[src/rtl/vpu_pkg.sv]
// vpu_pkg: shared types and constants for the VPU instruction sequencer.
package vpu_pkg;

    // Sequencer states; one instruction is in flight at a time.
    typedef enum logic [2:0] {
        IDLE   = 3'd0,
        ISSUE  = 3'd1,
        READ   = 3'd2,
        WRITE  = 3'd3,
        RETIRE = 3'd4,
        ABORT  = 3'd5
    } vpu_issue_state_e;

    // 32-bit VPU instruction word, shared with vpu_top.
    typedef struct packed {
        logic [7:0] rsvd;
        logic [4:0] const_addr;
        logic [4:0] c_addr;
        logic [4:0] b_addr;
        logic [4:0] a_addr;
        logic [3:0] opcode;
    } inst_t;

    localparam logic [3:0] OPC_UNARY    = 4'd2;
    localparam int         RD_CYC_UNARY = 4;
    localparam int         RD_CYC_BIN   = 8;

    // Number of read-phase cycles the VPU needs for a given opcode.
    function automatic logic [3:0] rd_cycles(input logic [3:0] opcode);
        return (opcode == OPC_UNARY) ? 4'(RD_CYC_UNARY) : 4'(RD_CYC_BIN);
    endfunction

endpackage

[src/rtl/vpu_inst_fifo.sv]
// vpu_inst_fifo: synchronous FIFO with registered full/empty flags. A write while
// full is accepted when a read happens in the same cycle.
module vpu_inst_fifo #(
    parameter int DEPTH = 4,
    parameter int WIDTH = 32
) (
    input  logic             clk,
    input  logic             rst_n,
    input  logic             wr_en,
    input  logic [WIDTH-1:0] wdata,
    input  logic             rd_en,
    output logic [WIDTH-1:0] rdata,
    output logic             full,
    output logic             empty
);

    localparam int            AW       = $clog2(DEPTH);
    localparam logic [AW:0]   CNT_FULL = (AW+1)'(DEPTH);

    logic [WIDTH-1:0] mem_q [DEPTH];
    logic [AW-1:0]    wr_ptr_q, wr_ptr_d;
    logic [AW-1:0]    rd_ptr_q, rd_ptr_d;
    logic [AW:0]      count_q, count_d;
    logic             full_q, full_d;
    logic             empty_q, empty_d;
    logic             do_wr, do_rd;

    assign do_rd = rd_en & ~empty_q;
    assign do_wr = wr_en & (~full_q | do_rd);
    assign rdata = mem_q[rd_ptr_q];
    assign full  = full_q;
    assign empty = empty_q;

    // Pointer and occupancy update; flags are derived from the next count so they are registered.
    always_comb begin
        wr_ptr_d = wr_ptr_q;
        rd_ptr_d = rd_ptr_q;
        count_d  = count_q;
        if (do_wr) wr_ptr_d = wr_ptr_q + AW'(1);
        if (do_rd) rd_ptr_d = rd_ptr_q + AW'(1);
        case ({do_wr, do_rd})
            2'b10:   count_d = count_q + (AW+1)'(1);
            2'b01:   count_d = count_q - (AW+1)'(1);
            default: count_d = count_q;
        endcase
        full_d  = (count_d == CNT_FULL);
        empty_d = (count_d == '0);
    end

    // Control state registers.
    always_ff @(posedge clk or negedge rst_n) begin
        if (!rst_n) begin
            wr_ptr_q <= '0;
            rd_ptr_q <= '0;
            count_q  <= '0;
            full_q   <= 1'b0;
            empty_q  <= 1'b1;
        end else begin
            wr_ptr_q <= wr_ptr_d;
            rd_ptr_q <= rd_ptr_d;
            count_q  <= count_d;
            full_q   <= full_d;
            empty_q  <= empty_d;
        end
    end

    // Storage array; contents are don't-care until written.
    always_ff @(posedge clk) begin
        if (do_wr) mem_q[wr_ptr_q] <= wdata;
    end

endmodule

[src/rtl/vpu_issue_ctrl.sv]
// vpu_issue_ctrl: buffers VPU instructions and sequences them one at a time through the
// VPU handshake (start pulse, read phase, arbitrated write phase), retiring on done and
// aborting via a watchdog if the VPU hangs.
//
// Handshake: an instruction is pushed on a cycle where in_valid && in_ready; in_ready
// depends only on registered FIFO state, and in_valid may not be withdrawn by the
// producer until accepted. The write port is requested with wr_req; vpu_wr_en is
// wr_req && wr_gnt. vpu_done is a single-cycle pulse accepted only in WRITE.
module vpu_issue_ctrl
    import vpu_pkg::*;
#(
    parameter int FIFO_DEPTH = 4,
    parameter int WDOG_CYC   = 64,
    parameter int CNT_W      = 16
) (
    input  logic             clk,
    input  logic             rst_n,
    input  logic             in_valid,
    input  logic [31:0]      in_inst,
    output logic             in_ready,
    output logic [31:0]      vpu_inst,
    output logic             vpu_mem_rdy,
    output logic             vpu_rd_en,
    output logic             vpu_wr_en,
    output logic             vpu_rst,
    input  logic             vpu_done,
    output logic             wr_req,
    input  logic             wr_gnt,
    output logic             busy,
    output logic             err_timeout,
    output logic [CNT_W-1:0] retired_cnt,
    output logic [CNT_W-1:0] abort_cnt
);

    localparam int              WD_W    = $clog2(WDOG_CYC + 1);
    localparam logic [WD_W-1:0] WD_LAST = WD_W'(WDOG_CYC - 1);

    vpu_issue_state_e state_q, state_d;
    inst_t            inst_q, inst_d;
    logic             mem_rdy_q, mem_rdy_d;
    logic             rd_en_q, rd_en_d;
    logic             wr_req_q, wr_req_d;
    logic             vpu_rst_q, vpu_rst_d;
    logic [3:0]       rd_cnt_q, rd_cnt_d;
    logic [WD_W-1:0]  wdog_q, wdog_d;
    logic             abort_cyc_q, abort_cyc_d;
    logic [CNT_W-1:0] retired_cnt_q, retired_cnt_d;
    logic [CNT_W-1:0] abort_cnt_q, abort_cnt_d;
    logic             err_q, err_d;

    logic             fifo_push, fifo_pop;
    logic [31:0]      fifo_rdata;
    logic             fifo_full, fifo_empty;
    logic             wdog_expired;
    logic [3:0]       rd_last;

    assign fifo_push = in_valid & ~fifo_full;

    vpu_inst_fifo #(
        .DEPTH (FIFO_DEPTH),
        .WIDTH (32)
    ) u_fifo (
        .clk   (clk),
        .rst_n (rst_n),
        .wr_en (fifo_push),
        .wdata (in_inst),
        .rd_en (fifo_pop),
        .rdata (fifo_rdata),
        .full  (fifo_full),
        .empty (fifo_empty)
    );

    assign in_ready    = ~fifo_full;
    assign vpu_inst    = inst_q;
    assign vpu_mem_rdy = mem_rdy_q;
    assign vpu_rd_en   = rd_en_q;
    assign wr_req      = wr_req_q;
    assign vpu_wr_en   = wr_req_q & wr_gnt;
    assign vpu_rst     = vpu_rst_q;
    assign busy        = (state_q != IDLE) | ~fifo_empty;
    assign err_timeout = err_q;
    assign retired_cnt = retired_cnt_q;
    assign abort_cnt   = abort_cnt_q;

    // Next-state logic for the sequencer, watchdog and counters; outputs decode the next state.
    always_comb begin
        state_d       = state_q;
        inst_d        = inst_q;
        rd_cnt_d      = rd_cnt_q;
        wdog_d        = wdog_q;
        abort_cyc_d   = abort_cyc_q;
        retired_cnt_d = retired_cnt_q;
        abort_cnt_d   = abort_cnt_q;
        err_d         = err_q;
        fifo_pop      = 1'b0;
        wdog_expired  = (wdog_q == WD_LAST);
        rd_last       = rd_cycles(inst_q.opcode) - 4'd1;

        case (state_q)
            IDLE: begin
                if (!fifo_empty) begin
                    fifo_pop = 1'b1;
                    inst_d   = inst_t'(fifo_rdata);
                    state_d  = ISSUE;
                end
            end
            ISSUE: begin
                rd_cnt_d = '0;
                wdog_d   = '0;
                state_d  = READ;
            end
            READ: begin
                wdog_d = wdog_q + WD_W'(1);
                if (wdog_expired) begin
                    state_d = ABORT;
                end else if (rd_cnt_q == rd_last) begin
                    state_d = WRITE;
                end else begin
                    rd_cnt_d = rd_cnt_q + 4'd1;
                end
            end
            WRITE: begin
                wdog_d = wdog_q + WD_W'(1);
                // A done arriving on the expiry cycle still retires the instruction.
                if (vpu_done) begin
                    state_d = RETIRE;
                end else if (wdog_expired) begin
                    state_d = ABORT;
                end
            end
            RETIRE: begin
                retired_cnt_d = retired_cnt_q + CNT_W'(1);
                state_d       = IDLE;
            end
            ABORT: begin
                if (abort_cyc_q) begin
                    abort_cyc_d = 1'b0;
                    state_d     = IDLE;
                end else begin
                    abort_cyc_d = 1'b1;
                    abort_cnt_d = abort_cnt_q + CNT_W'(1);
                    err_d       = 1'b1;
                end
            end
            default: state_d = IDLE;
        endcase

        mem_rdy_d = (state_d == ISSUE);
        rd_en_d   = (state_d == READ) || (state_d == WRITE);
        wr_req_d  = (state_d == WRITE);
        vpu_rst_d = (state_d == ABORT);
    end

    // Sequencer registers; vpu_rst powers up high so the VPU sees reset on the first edge.
    always_ff @(posedge clk or negedge rst_n) begin
        if (!rst_n) begin
            state_q       <= IDLE;
            inst_q        <= '0;
            mem_rdy_q     <= 1'b0;
            rd_en_q       <= 1'b0;
            wr_req_q      <= 1'b0;
            vpu_rst_q     <= 1'b1;
            rd_cnt_q      <= '0;
            wdog_q        <= '0;
            abort_cyc_q   <= 1'b0;
            retired_cnt_q <= '0;
            abort_cnt_q   <= '0;
            err_q         <= 1'b0;
        end else begin
            state_q       <= state_d;
            inst_q        <= inst_d;
            mem_rdy_q     <= mem_rdy_d;
            rd_en_q       <= rd_en_d;
            wr_req_q      <= wr_req_d;
            vpu_rst_q     <= vpu_rst_d;
            rd_cnt_q      <= rd_cnt_d;
            wdog_q        <= wdog_d;
            abort_cyc_q   <= abort_cyc_d;
            retired_cnt_q <= retired_cnt_d;
            abort_cnt_q   <= abort_cnt_d;
            err_q         <= err_d;
        end
    end

    // A done pulse is only meaningful while the write phase is active.
    done_only_in_write: assert property (@(posedge clk) disable iff (!rst_n)
        vpu_done |-> (state_q == WRITE))
        else $error("vpu_done seen outside WRITE");

endmodule

[config.mk]
export PLATFORM = sky130hd
export DESIGN_NAME = vpu_issue_ctrl
export DESIGN_NICKNAME = d
export VERILOG_FILES = /design/src/rtl/vpu_pkg.sv /design/src/rtl/vpu_inst_fifo.sv /design/src/rtl/vpu_issue_ctrl.sv
export SDC_FILE = /design/constraint.sdc
export NUM_CORES = 1
export LEC_CHECK = 0
export BUFFER_PORTS_ARGS = -buffer_cell sky130_fd_sc_hd__buf_2
export CORE_AREA = 3 3 131 133
export DETAILED_ROUTE_END_ITERATION = 10
export DIE_AREA = 0 0 134 136
export PLACE_DENSITY = 0.74
export REMOVE_ABC_BUFFERS = 1
export SLEW_MARGIN = 40
export SYNTH_ARGS = -nofsm -noshare
export SYNTH_HDL_FRONTEND = slang
export SYNTH_SLANG_ARGS = --single-unit
[constraint.sdc]
create_clock -name clk -period 6.02 [get_ports clk]
set_input_delay 0.301 -clock clk [delete_from_list [all_inputs] [get_ports clk]]
set_output_delay 0.301 -clock clk [all_outputs]
set_load 0.01 [all_outputs]
==> results of run 1 <==
## timing repair
item,in CTS,in global routing
hold endpoints to repair,74,0
endpoints found under the setup margin,0,0
hold buffers,16,0
## routing by layer
metal	up-vias	global-route usage, %
met1	2404	23.1
met4	0	4.00
met3	24	4.26
li1	2135	-
met5	-	0
met2	126	32.8
## kinds of logic after synthesis
kind of cell / Yosys count
flip-flops: 221
AND/OR/NAND/NOR: 106
multiplexers: 71
XOR/XNOR: 37
buffers and inverters: 28
AO/OA/AOI/OAI: 22
adder cells (fa/ha/maj): 10
## through the flow
step                      utilization, %  cells
after floorplan                        -    477
after global placement              59.1    804
after detailed placement            59.2    804
after CTS                           64.9    862
after global routing                64.9    862
final                               64.9    862
## flip-flops by register name, summed over array words and instances (netlist names)
name	count
vpu_mem_rdy	1
u_fifo.count_q	3
abort_cyc_q	1
vpu_inst	32
abort_cnt	16
u_fifo.rd_ptr_q	2
state_q	3
wdog_q	7
u_fifo.empty	1
rd_cnt_q	4
wr_req	1
u_fifo.wr_ptr_q	2
retired_cnt	16
u_fifo.mem_q	128
u_fifo.full	1
vpu_rst	1
err_timeout	1
vpu_rd_en	1
## cell usage after synthesis, drive strengths merged
cell	n	area, um^2
edfxtp	128	3840
dfrtp	91	2280
mux2	36	413
nand2	33	126
mux4	32	721
xnor2	26	228
nor2	16	60.1
buf	11	58.8
xor2	11	96.3
inv	10	37.5
ha	9	113
nand3	9	45.0
nand4	9	56.3
and2	7	43.8
clkbuf	7	26.3
o21ai	7	35.0
a21oi	6	45.1
and3	5	31.3
nor2b	4	35.0
nor3	4	20.0
mux2i	3	30.0
nand2b	3	18.8
nor3b	3	22.5
nor4	3	40.0
a31oi	2	12.5
a41o	2	20.0
and4	2	17.5
dfstp	2	52.6
or4	2	15.0
a21o	1	7.51
a22o	1	8.76
and4bb	1	12.5
fa	1	20.0
nand4bb	1	11.3
nor4b	1	8.76
nor4bb	1	10.0
o21bai	1	7.51
o311a	1	11.3
o31ai	1	7.51
or2	1	6.26
or3b	1	11.3
## power by group through the flow
stage	Clock [W]	Combinational (W)	Sequential (W)
3_5_place_dp	0	0.00135	0.00231
5_1_grt	0.00146	0.00146	0.00233
2_1_floorplan	0	0.000835	0.00233
3_3_place_gp	0	0.00129	0.00228
4_1_cts	0.00141	0.00137	0.00228
6_report	0.00138	0.00133	0.00228
## critical path: stages, from the launching register on
cell and delay [ns]:
dfrtp_1 0.59, nor4_4 0.33, buf_4 0.50, ha_1 0.28
inv_1 0.07, fa_1 0.37, xor2_1 0.15, nor2_1 0.13
xor2_1 0.23, nor2b_1 0.18
## area by class of cell
class | instances | share of cell area, %
Tap cell | 216 | 2.61
Timing Repair Buffer | 127 | 7.05
Clock inverter | 5 | 0.508
Multi-Input combinational cell | 246 | 23.0
Inverter | 10 | 0.363
Clock buffer | 37 | 6.75
Sequential cell | 221 | 59.7
## path summary, 6_finish.rpt
check                         startpoint                   to  cells past startpoint
min in group asynchronous          rst_n      retired_cnt[10]                      2
max in group asynchronous          rst_n   u_fifo.rd_ptr_q[1]                      3
setup / recovery              state_q[2]          u_fifo.full                      9
hold reg to reg            abort_cnt[15]        abort_cnt[15]                      1
setup reg to reg              state_q[2]          u_fifo.full                      9
hold / removal               in_inst[20]  u_fifo.mem_q[3][20]                      1
==> metrics.cfg, run 1 <==
[drt]
num_vias=4689
route.met3.wl_um=921
drtIter0Drc=183
dr.pass1.iters=5
topRoutingLayerUsed=met4
wl_per_cell_um=18.8
drc_errors=0
routed_wl_mm=16.2
final_antenna_net_count=0
viasPerCell=5.44
m1WireLength_mm=6.62
wl_met2_mm=8.38

[timing]
skew_ns=0.00650
fmax_mhz=342
tightestPinTransition_ns=0.754
min_period_ns=2.92
worst_slack_ns=3.10
finalSetupViolations=0
hold_viol=0
fin_setup_tns_ns=0
slew_headroom_pct=49.7
slew_violations=0
post-route-period-util_pct=48.5
rsz0062_at_grt=false
hold_ws_ns=0.0182

[worst_hold_path]
hold_class=primary input to register

[logic_synthesis]
syn_area_um2=8660
synth_compound_area_share_pct=1.79
syn_inst=495
synth-xor-area-share_pct=3.74
synth_top_family_by_area=multiplexers
synth-seq-cells=221
yosysUniqueCellTypes=53
synthSimpleGateAreaFrac_pct=6.83
ys_seq_area_share_pct=71.3
synthAdderAreaFrac_pct=1.53
synth.avg_cell_area_um2=17.5
synthMuxAreaShare_pct=13.4
yosysWarnings=0

[critical_path]
path_max_fanout=36
worstPathRequired_ns=6.45
r2r_setup_slack_ns=3.10
start_kind=register
cp-end-kind=register
worst-endpoint-arrival_ns=3.35
worstSetupPathType=register to register

[global_routing]
grt_pass1_vias=4998
grt_max_degree=80
gr-usage-all-layers_pct=18.3
grt_pass1_wl_mm=26.2
overflow=0
antenna_found_initial=0

[final_layout]
syn2layout_area_growth_pct=19.4
fin_nets=676
diodes=0
drive_gt1_share_pct=35.9
final-seq-area_um2=6180
multi_input_area_um2=2380
final_cell_area_um2=10300
n_fill_cell=1149
final_cell_mix=edfxtp_1, buf_2, dfrtp_1
final_common_cell=edfxtp_1

[floorplanning]
dieHeight_um=136
start_util_pct=54.3
rows=46
die_x_um=134
dieArea_um2=18200
num_io_pins=109
core_area_um2=15900

[clocking]
clk_pin_slew_ns=0.06
cts_sinks=221
cts_buffer_depth=3
cts_tree=built
h-tree-depth=1
clk_latency_ns=0.50
cts_buffers=23
cts_resized=0
cts_setup_buffers=0
cts_root_buffer=clkbuf_16

[placed_design]
pre_cts_ws_ns=3.09
portBuffers=108
dpl_cell_area_um2=9430
place.gp.congestion=0.802
hpwl_mm=9.74

[power_and_ir_drop]
p_leak_nw=4.17
power.share.sequential_pct=45.7
p_per_area_nw_per_um2=482
ir_drop_mv=0.348
p_int_w=0.00352
power_w=0.00499
p_sw_share_pct=29.4
combPwrFrac_pct=26.7
pwr-share-clk_pct=27.6
power_switching_w=0.00146

[run_status]
status=finished clean

[flow_run]
cap_violations=0

Power figures use the tool's default switching activity.
==> run 2: changes to the inputs <==
--- a/config.mk
+++ b/config.mk
@@ -6,9 +6,9 @@
 export NUM_CORES = 1
 export LEC_CHECK = 0
 export BUFFER_PORTS_ARGS = -buffer_cell sky130_fd_sc_hd__buf_2
-export CORE_AREA = 3 3 131 133
+export CORE_AREA = 3 3 134 136
 export DETAILED_ROUTE_END_ITERATION = 10
-export DIE_AREA = 0 0 134 136
+export DIE_AREA = 0 0 137 139
 export PLACE_DENSITY = 0.74
 export REMOVE_ABC_BUFFERS = 1
 export SLEW_MARGIN = 40
==> constraint.sdc (replaced) <==
create_clock -name clk -period 2.4 [get_ports clk]
set_input_delay 0.12 -clock clk [delete_from_list [all_inputs] [get_ports clk]]
set_output_delay 0.12 -clock clk [all_outputs]
set_load 0.01 [all_outputs]
==> run 2 against run 1 <==
  * Critical path depth is 1 lower
  * Global-route usage is 0.41 points lower
  * Via count is 2.9% higher
  * Design area is 3.4% higher
  * Setup slack worse by 2.9 ns
  * Die area is 4.5% higher
  * Clock power grew to 2.6 times the previous value
  * Sequential cell count stayed put
  * Register-to-register slack worse by 2.9 ns
  * Clock-buffer cell count is 5 lower
  * Highest routed layer unchanged
==> metrics.cfg, run 2 (same netlist as run 1, synthesis figures left out) <==
[global_routing]
gr-usage-all-layers_pct=17.9
grt_pass1_vias=5178
grt_max_degree=46
overflow=0
grt_pass1_wl_mm=27.0
antenna_found_initial=0

[clocking]
cts_buffer_depth=3
cts_resized=0
cts_hold_buf=33
cts_root_buffer=clkbuf_16
cts_sinks=221
h-tree-depth=1
clk_pin_slew_ns=0.06
clk_latency_ns=0.49
cts_setup_buffers=0
cts_buffers=23
cts_tree=built

[final_layout]
fin_nets=708
multi_input_area_um2=2370
fin_util_pct=62.7
final_cell_mix=edfxtp_1, buf_2, dfrtp_1
regMostFlops=u_fifo.mem_q
syn2layout_area_growth_pct=23.5
largest_reg_flops=128
final_common_cell=edfxtp_1
final_cell_area_um2=10700
final-seq-area_um2=6170
n_fill_cell=1248
diodes=0
drive_gt1_share_pct=36.0

[floorplanning]
core_area_um2=17100
start_util_pct=50.8
num_io_pins=109
rows=48
dieArea_um2=19000
die_x_um=137
dieHeight_um=139

[power_and_ir_drop]
combPwrFrac_pct=29.2
p_sw_share_pct=29.3
p_int_w=0.00907
power_switching_w=0.00376
p_per_area_nw_per_um2=1200
p_leak_nw=4.33
pwr-share-clk_pct=27.6
ir_drop_mv=0.812
power_w=0.0128
power.share.sequential_pct=43.2

[timing]
fmax_mhz=463
hold_viol=0
post-route-period-util_pct=90.0
slew_headroom_pct=48.9
skew_ns=0.00912
min_period_ns=2.16
tightestPinTransition_ns=0.765
slew_violations=0
rsz0062_at_grt=false
finalSetupViolations=0

[drt]
dr.pass1.iters=4
wl_per_cell_um=18.7
routed_wl_mm=16.9
final_antenna_net_count=0
viasPerCell=5.35
num_vias=4825
drc_errors=0
drtIter0Drc=260

[placed_design]
portBuffers=108
place.gp.congestion=0.764
dpl_cell_area_um2=9610
hpwl_mm=10.7

[critical_path]
path_max_fanout=5
start_kind=register
worstPathRequired_ns=2.82
worst-endpoint-arrival_ns=2.58
cp-end-kind=register
worstSetupPathType=register to register

[flow_run]
cap_violations=0

[worst_hold_path]
hold_class=primary input to register

[run_status]
status=finished clean

[run 2: changes by cell type in the layout (fill, tap and decap cells not counted), moves of 4 or more]
| cell | delta |
|---|---|
| and2_2 | +4 |
| dlygate4sd3_1 | +17 |
| and2_4 | -4 |
| clkbuf_8 | -4 |
| buf_4 | +11 |
| buf_12 | +5 |
[run 2: per-stage QoR]
step / TNS [ns] / setup slack [ns] / hold slack (ns) / cells
after floorplan: -4.54 / -0.916 / -0.176 / 477
after detailed placement: 0 / 0.223 / 0.192 / 828
final: 0 / 0.239 / 0.116 / 902
after global routing: 0 / 0.0711 / 0.0998 / 902
after global placement: 0 / 0.358 / 0.180 / 828
after CTS: 0 / 0.217 / 0.0827 / 902
[run 2: area by class of cell]
class / instances / share of cell area, %
clock buffers: 32 / 5.98
clock inverters: 9 / 1.11
inverters: 10 / 0.351
multi-input cells: 246 / 22.2
flip-flops and latches: 221 / 57.7
well taps: 225 / 2.63
repair buffers: 159 / 10.0
[run 2: final timing paths]
| check | depth (start not counted) | endpoint | from | slack [ns] |
|---|---|---|---|---|
| max in group asynchronous | 3 | vpu_rst | rst_n | 1.49 |
| worst min-delay path | 5 | vpu_rd_en | vpu_done | 0.12 |
| min in group asynchronous | 2 | abort_cnt[14] | rst_n | 0.20 |
| worst max-delay path | 8 | u_fifo.full | state_q[0] | 0.24 |
| worst min register to register | 1 | err_timeout | err_timeout | 0.47 |
| worst max register to register | 8 | u_fifo.full | state_q[0] | 0.24 |
[run 2: critical path: stages (launching register included)]
cell     delay [ns]
dfrtp_1        0.44
nor4_4         0.32
ha_1           0.23
inv_1          0.07
fa_1           0.37
xor2_1         0.15
nor2_1         0.11
xor2_1         0.23
nor2b_1        0.17
[run 2: routing by layer]
| layer | up-vias | wire length, um | GRT usage [%] |
|---|---|---|---|
| met3 | 32 | 1090 | 3.48 |
| li1 | 2192 | - | - |
| met1 | 2458 | 7130 | 24.4 |
| met2 | 143 | 8300 | 29.4 |
| met5 | - | 0 | 0 |
| met4 | 0 | 345 | 5.51 |
[run 2: power groups by stage]
stage	sequential (W)	combinational [W]	clock, W
detailed placement	0.00561	0.00373	0
CTS	0.00555	0.00380	0.00362
global route	0.00564	0.00408	0.00377
finish	0.00554	0.00374	0.00355
floorplan	0.00584	0.00209	0
global placement	0.00556	0.00358	0
==> run 3: changes to the inputs <==
--- a/config.mk
+++ b/config.mk
@@ -6,10 +6,11 @@
 export NUM_CORES = 1
 export LEC_CHECK = 0
 export BUFFER_PORTS_ARGS = -buffer_cell sky130_fd_sc_hd__buf_2
-export CORE_AREA = 3 3 134 136
+export CORE_AREA = 3 3 159 114
 export DETAILED_ROUTE_END_ITERATION = 10
-export DIE_AREA = 0 0 137 139
-export PLACE_DENSITY = 0.74
+export DIE_AREA = 0 0 162 117
+export GPL_ROUTABILITY_DRIVEN = 0
+export PLACE_DENSITY = 0.75
 export REMOVE_ABC_BUFFERS = 1
 export SLEW_MARGIN = 40
 export SYNTH_ARGS = -nofsm -noshare
==> run 3 against run 2 <==
  * Setup slack lost 0.13 ns
  * First-iteration DRC count grew 13%
  * Critical path depth is the same
  * Largest cell class unchanged
  * Combinational power is essentially flat
  * Total power shrank 3.3%
  * Critical path type unchanged
  * Sequential share of layout area grew 0.54 points
  * Sequential power is essentially flat
  * Core utilization grew 1.5 points
  * Global-route usage shrank 0.39 points
  * Clock-buffer cell count shrank 5
  * Sequential cell count is the same
  * Die area shrank 0.47%
==> metrics.cfg, run 3 (same netlist as run 1, synthesis figures left out) <==
[floorplanning]
die_x_um=162
dieArea_um2=19000
dieHeight_um=117
core_area_um2=16500
num_io_pins=109
rows=39
start_util_pct=52.5

[drt]
final_antenna_net_count=0
num_vias=4794
dr.pass1.iters=4
wl_per_cell_um=18.3
viasPerCell=5.34
drc_errors=0
drtIter0Drc=293
routed_wl_mm=16.4

[placed_design]
dp.cells=826
hpwl_mm=10.4
portBuffers=108

[critical_path]
path_max_fanout=9
path_buf_inv=1
r2r_setup_slack_ns=0.11
cp_slowest_cell=dfrtp_1
cpLargestDelayFamily=simple AND/OR/NAND/NOR gates
max_stage_delay_ns=0.49
crit_chain=nor4_4 > ha_1 > inv_1 > fa_1 > xor2_1 > nor2_1 > xor2_1 > nor2b_1
cp_common_cell=xor2_1
rr_worst_depth=8
worstPathRequired_ns=2.81
worstSetupPathType=register to register
worst-endpoint-arrival_ns=2.70
start_kind=register
worstReg2RegEnd=u_fifo.full
cp-end-kind=register
rr_startpoint=state_q[2]

[clocking]
clk_pin_slew_ns=0.06
cts_sinks=221
cts_root_buffer=clkbuf_16
cts_buffers=21
cts_resized=0
cts_tree=built
clk_latency_ns=0.48
cts_buffer_depth=3
h-tree-depth=1

[global_routing]
overflow=0
grt_pass1_wl_mm=26.3
grt_max_degree=50
grt_pass1_vias=5090
antenna_found_initial=0
gr-usage-all-layers_pct=17.5

[final_layout]
finalNonFillerCells=897
fin_util_pct=64.3
syn2layout_area_growth_pct=22.3
diodes=0
final_cell_mix=edfxtp_1, buf_2, dfrtp_1
largest_reg_flops=128
final_common_cell=edfxtp_1
drive_gt1_share_pct=35.4
fin_nets=705
regMostFlops=u_fifo.mem_q

[run_status]
status=finished clean

[timing]
min_period_ns=2.29
tightestPinTransition_ns=0.672
slew_headroom_pct=55.2
post-route-period-util_pct=95.3
rsz0062_at_grt=false
slew_violations=0
fmax_mhz=437
hold_viol=0
finalSetupViolations=0
skew_ns=0.00751

[power_and_ir_drop]
p_leak_nw=4.27
ir_drop_mv=0.643
p_per_area_nw_per_um2=1170

[worst_hold_path]
hold_class=primary input to register
min_to=vpu_rd_en
whs_path_depth=5
min_from=vpu_done

[flow_run]
cap_violations=0

-- run 3: worst reg2reg max path, stage by stage (launching register included) --
cell and delay (ns):
dfrtp_1 0.49, nor4_4 0.32, ha_1 0.24, inv_1 0.07, fa_1 0.37, xor2_1 0.17, nor2_1 0.13, xor2_1 0.26
nor2b_1 0.18
-- run 3: final cells by class --
| type | count | area [um^2] |
|---|---|---|
| Sequential cell | 221 | 6180 |
| Fill cell | 1187 | 5900 |
| Multi-Input combinational cell | 246 | 2370 |
| Timing Repair Buffer | 158 | 1090 |
| Clock buffer | 27 | 548 |
| Tap cell | 225 | 282 |
| Clock inverter | 10 | 93.8 |
| Inverter | 10 | 37.5 |
-- run 3: stage by stage --
stage | cell area (um^2) | setup WS, ns | setup TNS (ns) | hold slack [ns] | power, W
2_1_floorplan | 8580 | -0.916 | -4.54 | -0.176 | 0.00794
3_3_place_gp | 9620 | 0.295 | 0 | 0.197 | 0.00914
3_5_place_dp | 9620 | 0.118 | 0 | 0.207 | 0.00933
4_1_cts | 10600 | 0.0875 | 0 | 0.0585 | 0.0125
5_1_grt | 10600 | 0.00616 | 0 | 0.0875 | 0.0131
6_report | 10600 | 0.112 | 0 | 0.0763 | 0.0124
-- run 3: routing by layer --
| metal | global-route usage (%) | vias up | wire, um |
|---|---|---|---|
| met1 | 23.4 | 2470 | 7280 |
| met2 | 30.3 | 99 | 8050 |
| met3 | 3.13 | 26 | 633 |
| met4 | 5.06 | 0 | 416 |
| li1 | - | 2199 | - |
| met5 | 0 | - | 0 |
-- run 3: worst max-delay path by stage --
stage	startpoint	to	slack, ns	depth (start not counted)
global route	state_q[2]	u_fifo.full	0.006	8
detailed placement	state_q[2]	u_fifo.full	0.12	8
global placement	state_q[2]	u_fifo.full	0.30	8
finish	state_q[2]	u_fifo.full	0.11	8
floorplan	state_q[2]	u_fifo.full	-0.92	8
CTS	state_q[2]	u_fifo.full	0.09	8
-- run 3: power by group --
| part | switching (W) | leakage, nW | internal, W |
|---|---|---|---|
| registers | 0.000548 | 2.35 | 0.00502 |
| clock network | 0.00130 | 0.310 | 0.00182 |
| logic | 0.00180 | 1.61 | 0.00193 |
| total | 0.00364 | 4.27 | 0.00876 |
-- run 3: repair_timing --
| action | 4_1_cts | 5_1_grt |
|---|---|---|
| hold buffers | 33 | 0 |
| endpoints found under the hold margin | 176 | 0 |
| endpoints found under the setup margin | 0 | 1 |
| setup buffers | 0 | 1 |
